--- src/rtl/hazard_ctrl.sv ---
// -----------------------------------------------------------------------------
// hazard_ctrl
//
// Pipeline hazard controller for the RV32 integer/FP pipeline. It sits beside
// the EX-stage forwarding unit and produces the front-end stage enables, the
// IF/ID and ID/EX flushes and an EX/MEM bubble for three situations:
//   * load-use hazards that forwarding cannot cover (a load's data is not
//     forwardable from MEM, so the consumer has to wait one cycle),
//   * multi-cycle FP operations (FMA class, fdiv/fsqrt) that hold EX,
//   * branch/jump redirects resolved in EX.
// Register address 0 never creates a hazard, matching the forwarding policy.
//
// Parameters
//   FMA_LAT   EX occupancy (cycles) of an FMA-class op, legal 2..16
//   FDIV_LAT  EX occupancy (cycles) of an fdiv/fsqrt op, legal 2..16
//
// Ports
//   clk_i, rst_ni                 clock (rising edge), async active-low reset
//   id_rs{1,2,3}_addr_i           source register addresses in ID
//   id_rs_used_i[n]               rs(n+1) is read by the ID instruction
//   id_rs_f_i[n]                  rs(n+1) comes from the FP file (else integer)
//   ex_valid_i                    EX holds a valid instruction
//   ex_rd_addr_i                  EX destination address
//   ex_rd_wren_I_i/_F_i           EX writes the integer / FP register file
//   ex_wb_sel_i                   EX writeback select, 3'b010 = load
//   ex_mc_start_i, ex_mc_kind_i   EX op is multi-cycle; 0 = FMA, 1 = fdiv/fsqrt
//   ex_redirect_i                 taken branch/jump mispredict resolved in EX
//   pc_en_o, if_id_en_o,
//   id_ex_en_o                    stage register enables
//   if_id_flush_o, id_ex_flush_o  synchronous flush (bubble) of IF/ID, ID/EX
//   ex_mem_bubble_o               write a bubble into EX/MEM this cycle
//   mc_busy_o                     multi-cycle op in progress (MC_WAIT state)
//   stall_cycles_o                saturating count of cycles with pc_en_o = 0
// -----------------------------------------------------------------------------
module hazard_ctrl #(
  parameter int unsigned FMA_LAT  = 3,
  parameter int unsigned FDIV_LAT = 12
) (
  input  logic        clk_i,
  input  logic        rst_ni,
  input  logic [4:0]  id_rs1_addr_i,
  input  logic [4:0]  id_rs2_addr_i,
  input  logic [4:0]  id_rs3_addr_i,
  input  logic [2:0]  id_rs_used_i,
  input  logic [2:0]  id_rs_f_i,
  input  logic        ex_valid_i,
  input  logic [4:0]  ex_rd_addr_i,
  input  logic        ex_rd_wren_I_i,
  input  logic        ex_rd_wren_F_i,
  input  logic [2:0]  ex_wb_sel_i,
  input  logic        ex_mc_start_i,
  input  logic        ex_mc_kind_i,
  input  logic        ex_redirect_i,
  output logic        pc_en_o,
  output logic        if_id_en_o,
  output logic        id_ex_en_o,
  output logic        if_id_flush_o,
  output logic        id_ex_flush_o,
  output logic        ex_mem_bubble_o,
  output logic        mc_busy_o,
  output logic [31:0] stall_cycles_o
);

  localparam logic [2:0] WB_SEL_LOAD = 3'b010;

  // The trigger cycle (in RUN) and the release cycle (cnt == 0) each take one
  // EX cycle, so the down-counter starts at LAT-2 for exactly LAT cycles in EX.
  localparam logic [3:0] FMA_CNT  = 4'(FMA_LAT - 2);
  localparam logic [3:0] FDIV_CNT = 4'(FDIV_LAT - 2);

  typedef enum logic [0:0] {
    ST_RUN     = 1'b0,
    ST_MC_WAIT = 1'b1
  } state_t;

  state_t      state_q, state_d;
  logic [3:0]  cnt_q, cnt_d;
  logic [31:0] stall_q, stall_d;

  // ---------------------------------------------------------------------------
  // Load-use detection
  // ---------------------------------------------------------------------------
  logic [4:0] id_rs_addr [3];
  logic [2:0] src_hit;
  logic       ex_is_load;
  logic       lu;

  assign id_rs_addr[0] = id_rs1_addr_i;
  assign id_rs_addr[1] = id_rs2_addr_i;
  assign id_rs_addr[2] = id_rs3_addr_i;

  // x0 is hard-wired zero and never produces a dependency.
  assign ex_is_load = ex_valid_i
                    & (ex_wb_sel_i == WB_SEL_LOAD)
                    & (ex_rd_addr_i != 5'd0);

  // A source only conflicts when it reads the same register file the load
  // writes: f5 and x5 share an address but are different registers.
  for (genvar gi = 0; gi < 3; gi++) begin : g_src
    assign src_hit[gi] = id_rs_used_i[gi]
                       & (id_rs_addr[gi] == ex_rd_addr_i)
                       & (id_rs_f_i[gi] ? ex_rd_wren_F_i : ex_rd_wren_I_i);
  end

  assign lu = ex_is_load & (|src_hit);

  // ---------------------------------------------------------------------------
  // Control FSM: next state and raw (pre-reset) outputs
  // ---------------------------------------------------------------------------
  logic pc_en_c;
  logic if_id_en_c;
  logic id_ex_en_c;
  logic if_id_flush_c;
  logic id_ex_flush_c;
  logic bubble_c;
  logic busy_c;

  always_comb begin
    state_d       = state_q;
    cnt_d         = cnt_q;
    pc_en_c       = 1'b1;
    if_id_en_c    = 1'b1;
    id_ex_en_c    = 1'b1;
    if_id_flush_c = 1'b0;
    id_ex_flush_c = 1'b0;
    bubble_c      = 1'b0;
    busy_c        = 1'b0;

    unique case (state_q)
      ST_RUN: begin
        if (ex_redirect_i) begin
          // The instructions in IF/ID and ID/EX are on the wrong path, so any
          // hazard they would raise is moot; fetch from the new target.
          if_id_flush_c = 1'b1;
          id_ex_flush_c = 1'b1;
        end else if (ex_mc_start_i && ex_valid_i) begin
          pc_en_c    = 1'b0;
          if_id_en_c = 1'b0;
          id_ex_en_c = 1'b0;
          bubble_c   = 1'b1;
          cnt_d      = ex_mc_kind_i ? FDIV_CNT : FMA_CNT;
          state_d    = ST_MC_WAIT;
        end else if (lu) begin
          // Hold IF and ID, insert one bubble into EX behind the load.
          pc_en_c       = 1'b0;
          if_id_en_c    = 1'b0;
          id_ex_flush_c = 1'b1;
        end
      end

      ST_MC_WAIT: begin
        // The held op keeps presenting ex_mc_start_i; it is deliberately not
        // looked at here so it cannot retrigger.
        busy_c = 1'b1;
        if (cnt_q != 4'd0) begin
          pc_en_c    = 1'b0;
          if_id_en_c = 1'b0;
          id_ex_en_c = 1'b0;
          bubble_c   = 1'b1;
          cnt_d      = cnt_q - 4'd1;
        end else begin
          // Release cycle: the op leaves EX with its result, pipeline moves.
          state_d = ST_RUN;
        end
      end

      default: begin
        state_d = ST_RUN;
        cnt_d   = 4'd0;
      end
    endcase
  end

  // ---------------------------------------------------------------------------
  // Stall cycle counter (saturating)
  // ---------------------------------------------------------------------------
  always_comb begin
    stall_d = stall_q;
    if (!pc_en_c && (stall_q != 32'hFFFF_FFFF)) begin
      stall_d = stall_q + 32'd1;
    end
  end

  // ---------------------------------------------------------------------------
  // State registers
  // ---------------------------------------------------------------------------
  always_ff @(posedge clk_i or negedge rst_ni) begin
    if (!rst_ni) begin
      state_q <= ST_RUN;
      cnt_q   <= 4'd0;
      stall_q <= 32'd0;
    end else begin
      state_q <= state_d;
      cnt_q   <= cnt_d;
      stall_q <= stall_d;
    end
  end

  // ---------------------------------------------------------------------------
  // Outputs. Reset forces a frozen, flushed front end combinationally so the
  // pipeline is quiesced the instant rst_ni falls, even mid multi-cycle op.
  // ---------------------------------------------------------------------------
  assign pc_en_o         = rst_ni & pc_en_c;
  assign if_id_en_o      = rst_ni & if_id_en_c;
  assign id_ex_en_o      = rst_ni & id_ex_en_c;
  assign if_id_flush_o   = ~rst_ni | if_id_flush_c;
  assign id_ex_flush_o   = ~rst_ni | id_ex_flush_c;
  assign ex_mem_bubble_o = rst_ni & bubble_c;
  assign mc_busy_o       = rst_ni & busy_c;
  assign stall_cycles_o  = stall_q;

endmodule

--- config.mk ---
export PLATFORM = sky130hd
export DESIGN_NAME = hazard_ctrl
export DESIGN_NICKNAME = d
export VERILOG_FILES = /design/src/rtl/hazard_ctrl.sv
export SDC_FILE = /design/constraint.sdc
export NUM_CORES = 1
export LEC_CHECK = 0
export ABC_AREA = 1
export ABC_CLOCK_PERIOD_IN_PS = 1970
export CORE_ASPECT_RATIO = 0.5
export CORE_MARGIN = 2
export CORE_UTILIZATION = 42
export DETAILED_ROUTE_END_ITERATION = 6
export GPL_TIMING_DRIVEN = 0
export PLACE_DENSITY = 0.82
export SETUP_SLACK_MARGIN = 0.05
export SYNTH_ARGS = -nofsm -noshare
export SYNTH_HDL_FRONTEND = slang
export SYNTH_SLANG_ARGS = --single-unit
export TNS_END_PERCENT = 10
--- constraint.sdc ---
create_clock -name clk_i -period 1.97 [get_ports clk_i]
set_clock_uncertainty 0.1 [all_clocks]
set_input_delay 0.394 -clock clk_i [delete_from_list [all_inputs] [get_ports clk_i]]
set_output_delay 0.394 -clock clk_i [all_outputs]
set_load 0.01 [all_outputs]
## Yosys cells after proc, flatten, opt, wreduce, memory -nomap -nowiden

Index checks and enable logic that the tools add are counted.
W data, S select, Z words.

| storage, ports and cells | value |
|---|---|
| register bits after elaboration | 37 |
| input bits | 37 |

| operators by class | value |
|---|---|
| add/subtract/negate cells | 2 |
| eq/ne operators | 8 |
| multiplexer cells | 27 |
| bitwise gates (word level) | 17 |
| reduce and logical (&&, ||, !) cells | 7 |

Operators by type and width:

| cell | number |
|---|---|
| $add A32 B1 Y32 const B | 1 |
| $ne A32 B32 Y1 const B | 1 |
| $mux W1 | 19 |
| $mux W4 | 4 |
| $eq A5 B5 Y1 | 3 |
| $and A1 B1 Y1 | 13 |
| $pmux W4 S2 | 1 |
| $pmux W1 S2 | 3 |
| $reduce_bool A5 Y1 | 1 |
| $ne A2 B2 Y1 const B | 2 |
| $reduce_bool A4 Y1 | 1 |
| $sub A4 B1 Y4 const B | 1 |
| $eq A3 B2 Y1 const B | 1 |
| $reduce_and A3 Y1 | 1 |
| $reduce_or A3 Y1 | 1 |
| $logic_and A1 B1 Y1 | 2 |
| $ne A2 B1 Y1 const B | 1 |
| $not A1 Y1 | 2 |
| $or A1 B1 Y1 | 2 |
| $logic_not A1 Y1 | 1 |

## Longest topological paths before layout

| depth | value |
|---|---|
| word-level depth | 11 |
| gate-level depth with buffers | 14 |
| gate-level depth less buffers | 13 |

## Worst setup path before layout

Ideal clock, no wire load.

| timing path | value |
|---|---|
| kind | register -> output |
| start | register cnt_q[0] |
| end | output pc_en_o |
| arrival | 1.607 ns |
| required time | 1.476 ns |
| path slack | -0.131 ns |
| stages on the path, launching flop included | 10 |
| cell sequence | dfrtp_1 > inv_1 > ha_1 > a31oi_1 > nor2_1 > clkinv_1 > nor2_1 > nand2_1 > inv_1 > buf_4 |

| on the way | value |
|---|---|
| longest elaborated chain between the ends | 4 |

Ends and longest elaborated chain:

| what | RTL line | RTL |
|---|---|---|
| from (decl) | 77 | `logic [3:0] cnt_q, cnt_d;` |
| from (signal assigned) | 194 | `cnt_q <= cnt_d;` |
| $reduce_bool A4 Y1 | 155 | `if (cnt_q != 4'd0) begin` |
| $mux W1 | - |  |
| $pmux W1 S2 | - |  |
| $and A1 B1 Y1 | - |  |
| to (decl) | 54 | `output logic pc_en_o,` |

Every way passes these cells.

## Final worst setup path

| timing path | value |
|---|---|
| start | register cnt_q[0] |
| end | output pc_en_o |

| on the way | value |
|---|---|
| longest elaborated chain between the ends | 4 |

Ends and longest elaborated chain:

| what | RTL line | RTL |
|---|---|---|
| $reduce_bool A4 Y1 | 155 |  |
| $mux W1 | 155 |  |
| $pmux W1 S2 | 129 | `unique case (state_q)` |
| $and A1 B1 Y1 | 203 | `assign pc_en_o = rst_ni & pc_en_c;` |

Every way passes these cells.

==> results.ini <==
[outcome]
status = finished with violations
violations = setup timing

[clocking]
insertion_delay_ns = 0.29
cts-root-buf = clkbuf_16
cts_tree = built
h-tree-depth = 2
clk_pin_slew_worst_paths_ns = 0.06
cts_buffer_depth = 2
numClockSinks = 37
cts_buffers = 5

[power_and_ir_drop]
finalPower_mw = 3.815
p_leak_nw = 2.110
power.density_nw_per_um2 = 886.2
peakVddDrop_mv = 0.5552

[floorplan]
dieArea_um2 = 7417
die_w_um = 119.8
start_util_pct = 42.71
io_pins = 76
core_um2 = 6595
rows = 21
die_y_um = 61.91

[logic_synthesis]
synthCells = 431
synth-seq-cells = 37
synth_area_um2 = 2816
syn_nets = 471
ys_warn_count = 0
netlist.area_leader.share_pct = 32.87
synth_largest_area_cell = dfrtp_1
yosysSeqAreaShare_pct = 32.87
synth_cell_types = 30
synth_area_leaders = dfrtp_1 33%, nand2_1 21%, nand3_1 9.8%, inv_1 6.7%, nor2_1 5.1%
synth.avg_cell_area_um2 = 6.535

[placed_design]
dp_slack_ns = -0.9240
dpl-instance-area_um2 = 3689
dp.cells = 598
port_buffers = 75
place.gp.congestion = 0.9387
dp_hpwl_um = 5982

[drt]
drt_iter0_drc = 191
avgViaCountPerCell = 5.000
wl_per_cell_um = 13.83
ant_nets = 0
route.final.wire_length_um = 8712
num_vias = 3150
post-route-drc-count = 0
firstDrtPassIters = 5

[setup_path]
slowest_delay_ns = 0.38
crit_buf_inv = 5
crit_chain = inv_2 -> ha_4 -> a31oi_4 -> nor2_4 -> inv_4 -> nor2_4 -> nand2_2 -> inv_2 -> buf_6 -> buf_6
worst_setup_path_start_kind = flip-flop
critPathKind = flip-flop to output port
cpMaxStageDelayCell = dfrtp_1
path_max_fanout = 2
cp.required_ns = 1.48
cp_top_family = flip-flops
cp.arrival_ns = 1.60
end_kind = output port
r2r_setup_slack_ns = 0.07

[cells_and_area]
fin_area_um2 = 4305
final_cells = 630
final_nets = 577
antenna_cells = 0
drive_gt1_share_pct = 23.05
area_growth_pct = 52.87
mostFrequentLayoutCell = nand2_1
final_cell_mix = 140 x nand2_1, 50 x nand3_1, 43 x inv_1, 35 x clkdlybuf4s50_1, 30 x nor2_1

[grt]
grt_max_degree = 38
antenna_found_initial = 0
grt_pass1_wl_um = 13110
grt_overflow = 0
grt_pass1_vias = 2788
grt_usage_pct = 22.70

[timing]
slew_violations = 0
max-slew-margin-rel_pct = 74.52
setup_tns_ns = -0.3204
layout_setup_ws_ns = -0.1223
fmax_mhz = 478.0
fin_crit_sh_pct = 106.2
final.min_clock_period_ns = 2.092
setup_viol = 4
rsz0062_at_grt = true
worstMarginPinSlew_ns = 0.3793
hold_violations = 0

[min_path]
min_path_type = flip-flop to flip-flop

[job]
drv_cap = 0

[final cells by class]
cell class,instances,area [um^2]
sequential,37,935.9
inverter,55,209.0
clock inverter,2,37.54
tap,92,115.1
timing repair buffer,98,888.4
clock buffer,6,138.9
fill,561,2290
multi-input combinational,331,1861
buffer,9,120.1
[logic make-up after synthesis]
family	Yosys count	synth area share, %
buffers and inverters	64	9.862
DFF	37	32.87
and+or+nand+nor	286	44.65
adders and majority gates	3	1.333
AOI/OAI and AO/OA	15	3.199
xor gates and xnor gates	26	8.085
[final timing paths]
path / startpoint / end / cells past startpoint
worst max-delay path: cnt_q[0] / pc_en_o / 10
worst min-delay path: stall_cycles_o[8] / stall_cycles_o[8] / 2
worst max register to register: stall_cycles_o[0] / stall_cycles_o[13] / 10
worst min register to register: stall_cycles_o[8] / stall_cycles_o[8] / 2
max in group asynchronous: rst_ni / stall_cycles_o[17] / 3
min in group asynchronous: rst_ni / stall_cycles_o[5] / 3
[routing by layer]
layer	part of all wire (%)	vias up	track usage [%]
met5	0	-	0
met4	1.6	0	6.891
met3	5.9	15	3.650
met2	47	109	39.18
met1	46	1449	30.39
li1	-	1577	-
[worst min-delay path: stages, from the launching register on]
cell	delay, ns
dfrtp_1	0.40
nand2_1	0.07
nand2_1	0.05
[power by group]
part | leakage (nW) | internal [mW] | switching, mW
registers | 0.488 | 0.865 | 0.118
logic | 1.54 | 0.912 | 0.957
clock network | 0.0831 | 0.632 | 0.331
total | 2.11 | 2.41 | 1.41
[through the flow]
stage	utilization, %	hold WS [ns]
final	65.28	0.4437
after global routing	65.28	0.4730
after CTS	60.96	0.4527
after detailed placement	55.93	0.4366
after global placement	56.00	0.4161
after floorplan	-	-0.001591
[synth_stat cells]
master      n
inv_1      50
buf_6       3
nand3_1    55
nor2_1     38
o211ai_1    2
or2_2       1
nor2_4      2
nand3_4     1
nor3_1     16
nor2_2      1
buf_2       3
ha_1        3
xor2_1     16
a21oi_1     2
clkinv_1    1
nand2_4     1
xnor2_1    10
o21a_1      1
nor3_2      3
a31oi_1     2
nand4_1     7
o21bai_1    1
nand2_2     2
nand2_1   157
buf_4       3
inv_2       4
o21ai_0     6
nand3_2     2
a21boi_1    1
dfrtp_1    37
[flip-flops by register name, summed over array words and instances, names as in the netlist]
| name | flops |
|---|---|
| stall_cycles_o | 32 |
| cnt_q | 4 |
| state_q | 1 |
[repair_timing]
item / in CTS / in global routing
setup endpoints to repair: 39 / 38
pin swaps: 42 / 20
setup buffers: 11 / 9
hold buffers: 2 / 0
endpoints found under the hold margin: 37 / 0
gates resized for setup: 115 / 55
cloned: 0 / 2
Note: power is estimated with default switching activity, not from simulation.
==> variant 1, RTL diff (same flow settings) <==
Set the parameter `FDIV_LAT` to 11 (it was 12).
--- a/src/rtl/hazard_ctrl.sv
+++ b/src/rtl/hazard_ctrl.sv
@@ -34,7 +34,7 @@
 // -----------------------------------------------------------------------------
 module hazard_ctrl #(
   parameter int unsigned FMA_LAT  = 3,
-  parameter int unsigned FDIV_LAT = 12
+  parameter int unsigned FDIV_LAT = 11
 ) (
   input  logic        clk_i,
   input  logic        rst_ni,
Behaviour: same outputs for any inputs over 10 cycles, from zero or initial values and one cycle with rst_ni low; that may be too few to reach the edited logic, so the function may still have changed.
==> variant 1 against the unedited design <==
  * The flow still finishes with violations (negative setup slack)
  * Combinational power down 13%
  * Routed wire length shrank 1.4%
  * Synthesized area up 1.6%
  * Critical path depth up 3
  * Cell area is 1.3% lower
  * Total power is 11% lower
  * Register-to-register slack lost 120 ps
  * Die area is 1.5% higher
  * Worst setup slack improved by 73 ps
  * Sequential cell count is the same
  * Largest cell class unchanged
  * Highest routed layer unchanged
==> variant 1: results (changes against the unedited design) <==
* GR Util All Layers at 22.4% (-0.31 points)
* Leak at 2.11 nW (-0.22%)
* Pre-CTS setup slack at -953 ps (-29.3 ps)
* Status: finished with violations
* Storage element area at 931 µm² (-0.53%)
* Met2 Usage GRT at 37.2% (-2.0 points)
* Peak VDD IR at 0.635 mV (+14%)
* Worst Reg-to-Reg Cells at 13 (+3)
* Final-stage net count at 580 (+0.52%)
* Hold Path Sink: stall_cycles_o[9]
* Worst-path fanout max at 4 (+2)
* Layout cells sized above 1 at 24.8% (+1.8 points)
* Synth cell types at 29 (-3.3%)
* DP Area at 0.00373 mm² (+1.2%)
* Syn nets at 467 (-0.85%)
* Setup ws final at -49.1 ps (+73.2 ps)
* Least-Margin Pin Slew at 368 ps (-11.7 ps)
* Min-Delay Startpoint: stall_cycles_o[9]
* First DRT Iteration DRCs at 173 (-9.4%)
* Leading post-synthesis cells by cell area: dfrtp_1 32%, nand2_1 20%, inv_1 7.5%, nand3_1 7.2%, xor2_1 6.1%
* Critical R2R Launch: cnt_q[1]
* # setup viols final at 2 (-2)
* GR Util met3 at 3.49% (-0.16 points)
* Clk_lat worst skew at around 280 ps
* Worst Path Arrival at 2070 ps (+470 ps)
* Violated checks: negative setup slack
* Most common library cells after synthesis: 153 x nand2_1, 57 x inv_1, 42 x nor2_1, 41 x nand3_1, 37 x dfrtp_1
* Worst hold margin at 445 ps (+1.36 ps)
* DR WL/cell at 13.6 µm (-1.7%)
* Number of global-route vias before repair at 2,952 (+5.9%)
* Post-DR vias/cell at 5.04 (+0.85%)
* Critical path type: flip-flop to flip-flop
* CP Capture Point: cnt_q[3]
* Fillers at 606 (+8.0%)
* Wire length of the first global-routing pass at 13,500 µm (+2.6%)
* Setup tns final at -95.7 ps (+225 ps)
* Delay-heaviest family, CP: buffers and inverters
* Placer Congestion at 0.956 (+1.9%)
==> variant 1: changes by cell type after synthesis, moves of 3 or more <==
cell	delta
nand2_1	-4
nand3_2	+5
o21ai_0	-4
xor2_1	+4
nor3_2	-3
nand3_1	-14
inv_1	+7
nor2_1	+4
inv_2	-4
==> variant 1: metrics by stage <==
step,power (W),std cells
2_1_floorplan,0.00176,427
3_3_place_gp,0.00218,594
5_1_grt,0.00362,632
4_1_cts,0.00329,617
6_report,0.00340,632
3_5_place_dp,0.00222,594
==> variant 1: report_power, final <==
group	total (W)	switching, W	internal [W]
registers	0.000992	0.000120	0.000872
clock network	0.000787	0.000290	0.000496
logic	0.00162	0.000859	0.000765
==> variant 1: logic make-up after synthesis <==
| family | Yosys count | synth area share, % |
|---|---|---|
| fa+ha+maj | 3 | 1.31 |
| compound gates | 10 | 2.14 |
| flops | 37 | 32.4 |
| simple gates | 281 | 44.6 |
| buf+inv | 66 | 10.4 |
| xor+xnor | 30 | 9.19 |
==> variant 1: layout make-up <==
type / instances / share of cell area, %
Multi-Input combinational cell: 324 / 43.1
Sequential cell: 37 / 21.9
Timing Repair Buffer: 106 / 21.5
Inverter: 57 / 5.21
Clock buffer: 7 / 3.36
Tap cell: 92 / 2.71
Buffer: 9 / 2.24
==> variant 1: what timing repair did <==
| item | 4_1_cts | 5_1_grt |
|---|---|---|
| resized for setup | 162 | 24 |
| hold buffers | 2 | 0 |
| endpoints found under the hold margin | 37 | 0 |
| buffers inserted | 14 | 15 |
| pin swaps | 38 | 10 |
| setup endpoints to repair | 39 | 40 |
==> variant 1: metal layers <==
metal	vias up	part of all wire, %	routed length [µm]
li1	1560	-	-
met1	1472	45	3820
met2	134	46	3950
met3	21	6.9	594
met4	0	2.6	221
met5	-	0	0
==> variant 2, RTL diff (same flow settings) <==
Made on the original files. Make the reset (`rst_ni`) synchronous in one clocked block. Comments in the files are not updated.
--- a/src/rtl/hazard_ctrl.sv
+++ b/src/rtl/hazard_ctrl.sv
@@ -184,7 +184,7 @@
   // ---------------------------------------------------------------------------
   // State registers
   // ---------------------------------------------------------------------------
-  always_ff @(posedge clk_i or negedge rst_ni) begin
+  always_ff @(posedge clk_i) begin
     if (!rst_ni) begin
       state_q <= ST_RUN;
       cnt_q   <= 4'd0;
Behaviour: differs if rst_ni is asserted again (counterexample within 4 cycles, from zero or initial values and one cycle with rst_ni low); with rst_ni held inactive, the same outputs for 10 cycles.
==> variant 2 against the unedited design <==
  * The flow still finishes with violations (negative setup slack)
  * Global-route usage shrank 0.45 points
  * Worst setup slack gained 27 ps
  * Cell area decreased by 5.8%
  * Synthesized area decreased by 0.13%
  * Routed wire length shrank 8.9%
  * Critical path depth stayed put
  * Sequential cell count is the same
Power is not compared: it rests on default switching activity, and its combinational part moved more than twofold at a synthesized area within 25%.
==> variant 2: results (changes against the unedited design) <==
* Status: finished with violations
* Violated checks: negative setup slack
* Total wire length at 7940 µm (-8.9%)
* Synth cell types at 35 (+17%)
* DP Area at 0.00367 mm² (-0.47%)
* Met2 Usage GRT at 38.7% (-0.49 points)
* Least-Margin Pin Slew at 548 ps (+169 ps)
* Met3 WL at 556 µm (+7.3%)
* GR Util All Layers at 22.3% (-0.45 points)
* Fin util at 61.7% (-3.6 points)
* Critical Path Slowest Stage Cell: dfxtp_2
* Wire length of the first global-routing pass at 13,200 µm (+0.47%)
* First DRT Iteration DRCs at 211 (+10%)
* Setup tns final at -190 ps (+130 ps)
* XOR/XNOR Fraction of Synth Area at 6.85% (-1.2 points)
* Pre-CTS setup slack at -852 ps (+72.1 ps)
* Post-Syn Area per Cell at 6.20 µm² (-5.2%)
* Hold Path Sink: stall_cycles_o[0]
* Routed via count at 3,160 (+0.32%)
* Grt met1 use at 28.7% (-1.6 points)
* CTS root buf: clkbuf_16
* Final HPWL DP at 5920 µm (-1.1%)
* Fillers at 609 (+8.6%)
* Most common library cells after synthesis: 140 x nand2_1, 55 x inv_1, 49 x nand3_1, 45 x nor2_1, 37 x dfxtp_1
* Placer Congestion at 0.943 (+0.48%)
* GR Util met3 at 5.02% (+1.4 points)
* Synth Area in Adders at 1.33% (+0.0018 points)
* Worst setup path startpoint: cnt_q[0]
* Peak VDD IR at 0.388 mV
* Min-Delay Startpoint: rst_ni
* Worst Path Arrival at 1570 ps (-30 ps)
* Worst hold margin at 260 ps (-184 ps)
* Largest net degree at the start of global routing at 12 (-68%)
* Primary FF master, synth: dfxtp_1
* DRT met1 WL at 3590 µm (-9.7%)
* Number of global-route vias before repair at 2,847 (+2.1%)
* DR WL/cell at 12.4 µm (-10%)
* Final-stage net count at 585 (+1.4%)
* Syn nets at 494 (+4.9%)
* # setup viols final at 4 (unchanged)
* Layout cells sized above 1 at 20.5% (-2.5 points)
* Worst path max stage delay at 330 ps (-50 ps)
* Hold depth at 3 (+1)
* Wire length on met2 at 3650 µm (-11%)
* Setup ws final at -95.2 ps (+27.0 ps)
* Worst-path fanout max at 3 (+1)
variant 2: final cells by class:
class	instances	area share, %
inverter	57	5.46
timing repair buffer	84	18.8
tap	92	2.84
clock buffer	7	3.77
buffer	14	3.89
clock inverter	1	0.123
multi-input combinational	346	46.5
sequential	37	18.7
variant 2: kinds of logic (layout without fill, tap and decap cells):
kind of cell	Yosys count	in the layout
AO/OA/AOI/OAI	42	42
XOR/XNOR	22	22
adder cells (fa/ha/maj)	3	3
buffers and inverters	71	163
flip-flops	37	37
AND/OR/NAND/NOR	279	279
variant 2: critical path, delay by kind of cell, from the launching register on:
kind | cells | cell delay (ps)
AO/OA/AOI/OAI | 2 | 270
AND/OR/NAND/NOR | 2 | 180
buffers and inverters | 5 | 370
adder cells (fa/ha/maj) | 1 | 140
flip-flops | 1 | 330
variant 2: repair_timing:
action	CTS	global route
pin swaps	29	33
gates resized for setup	117	38
buffers inserted	6	4
setup endpoints to repair	38	38
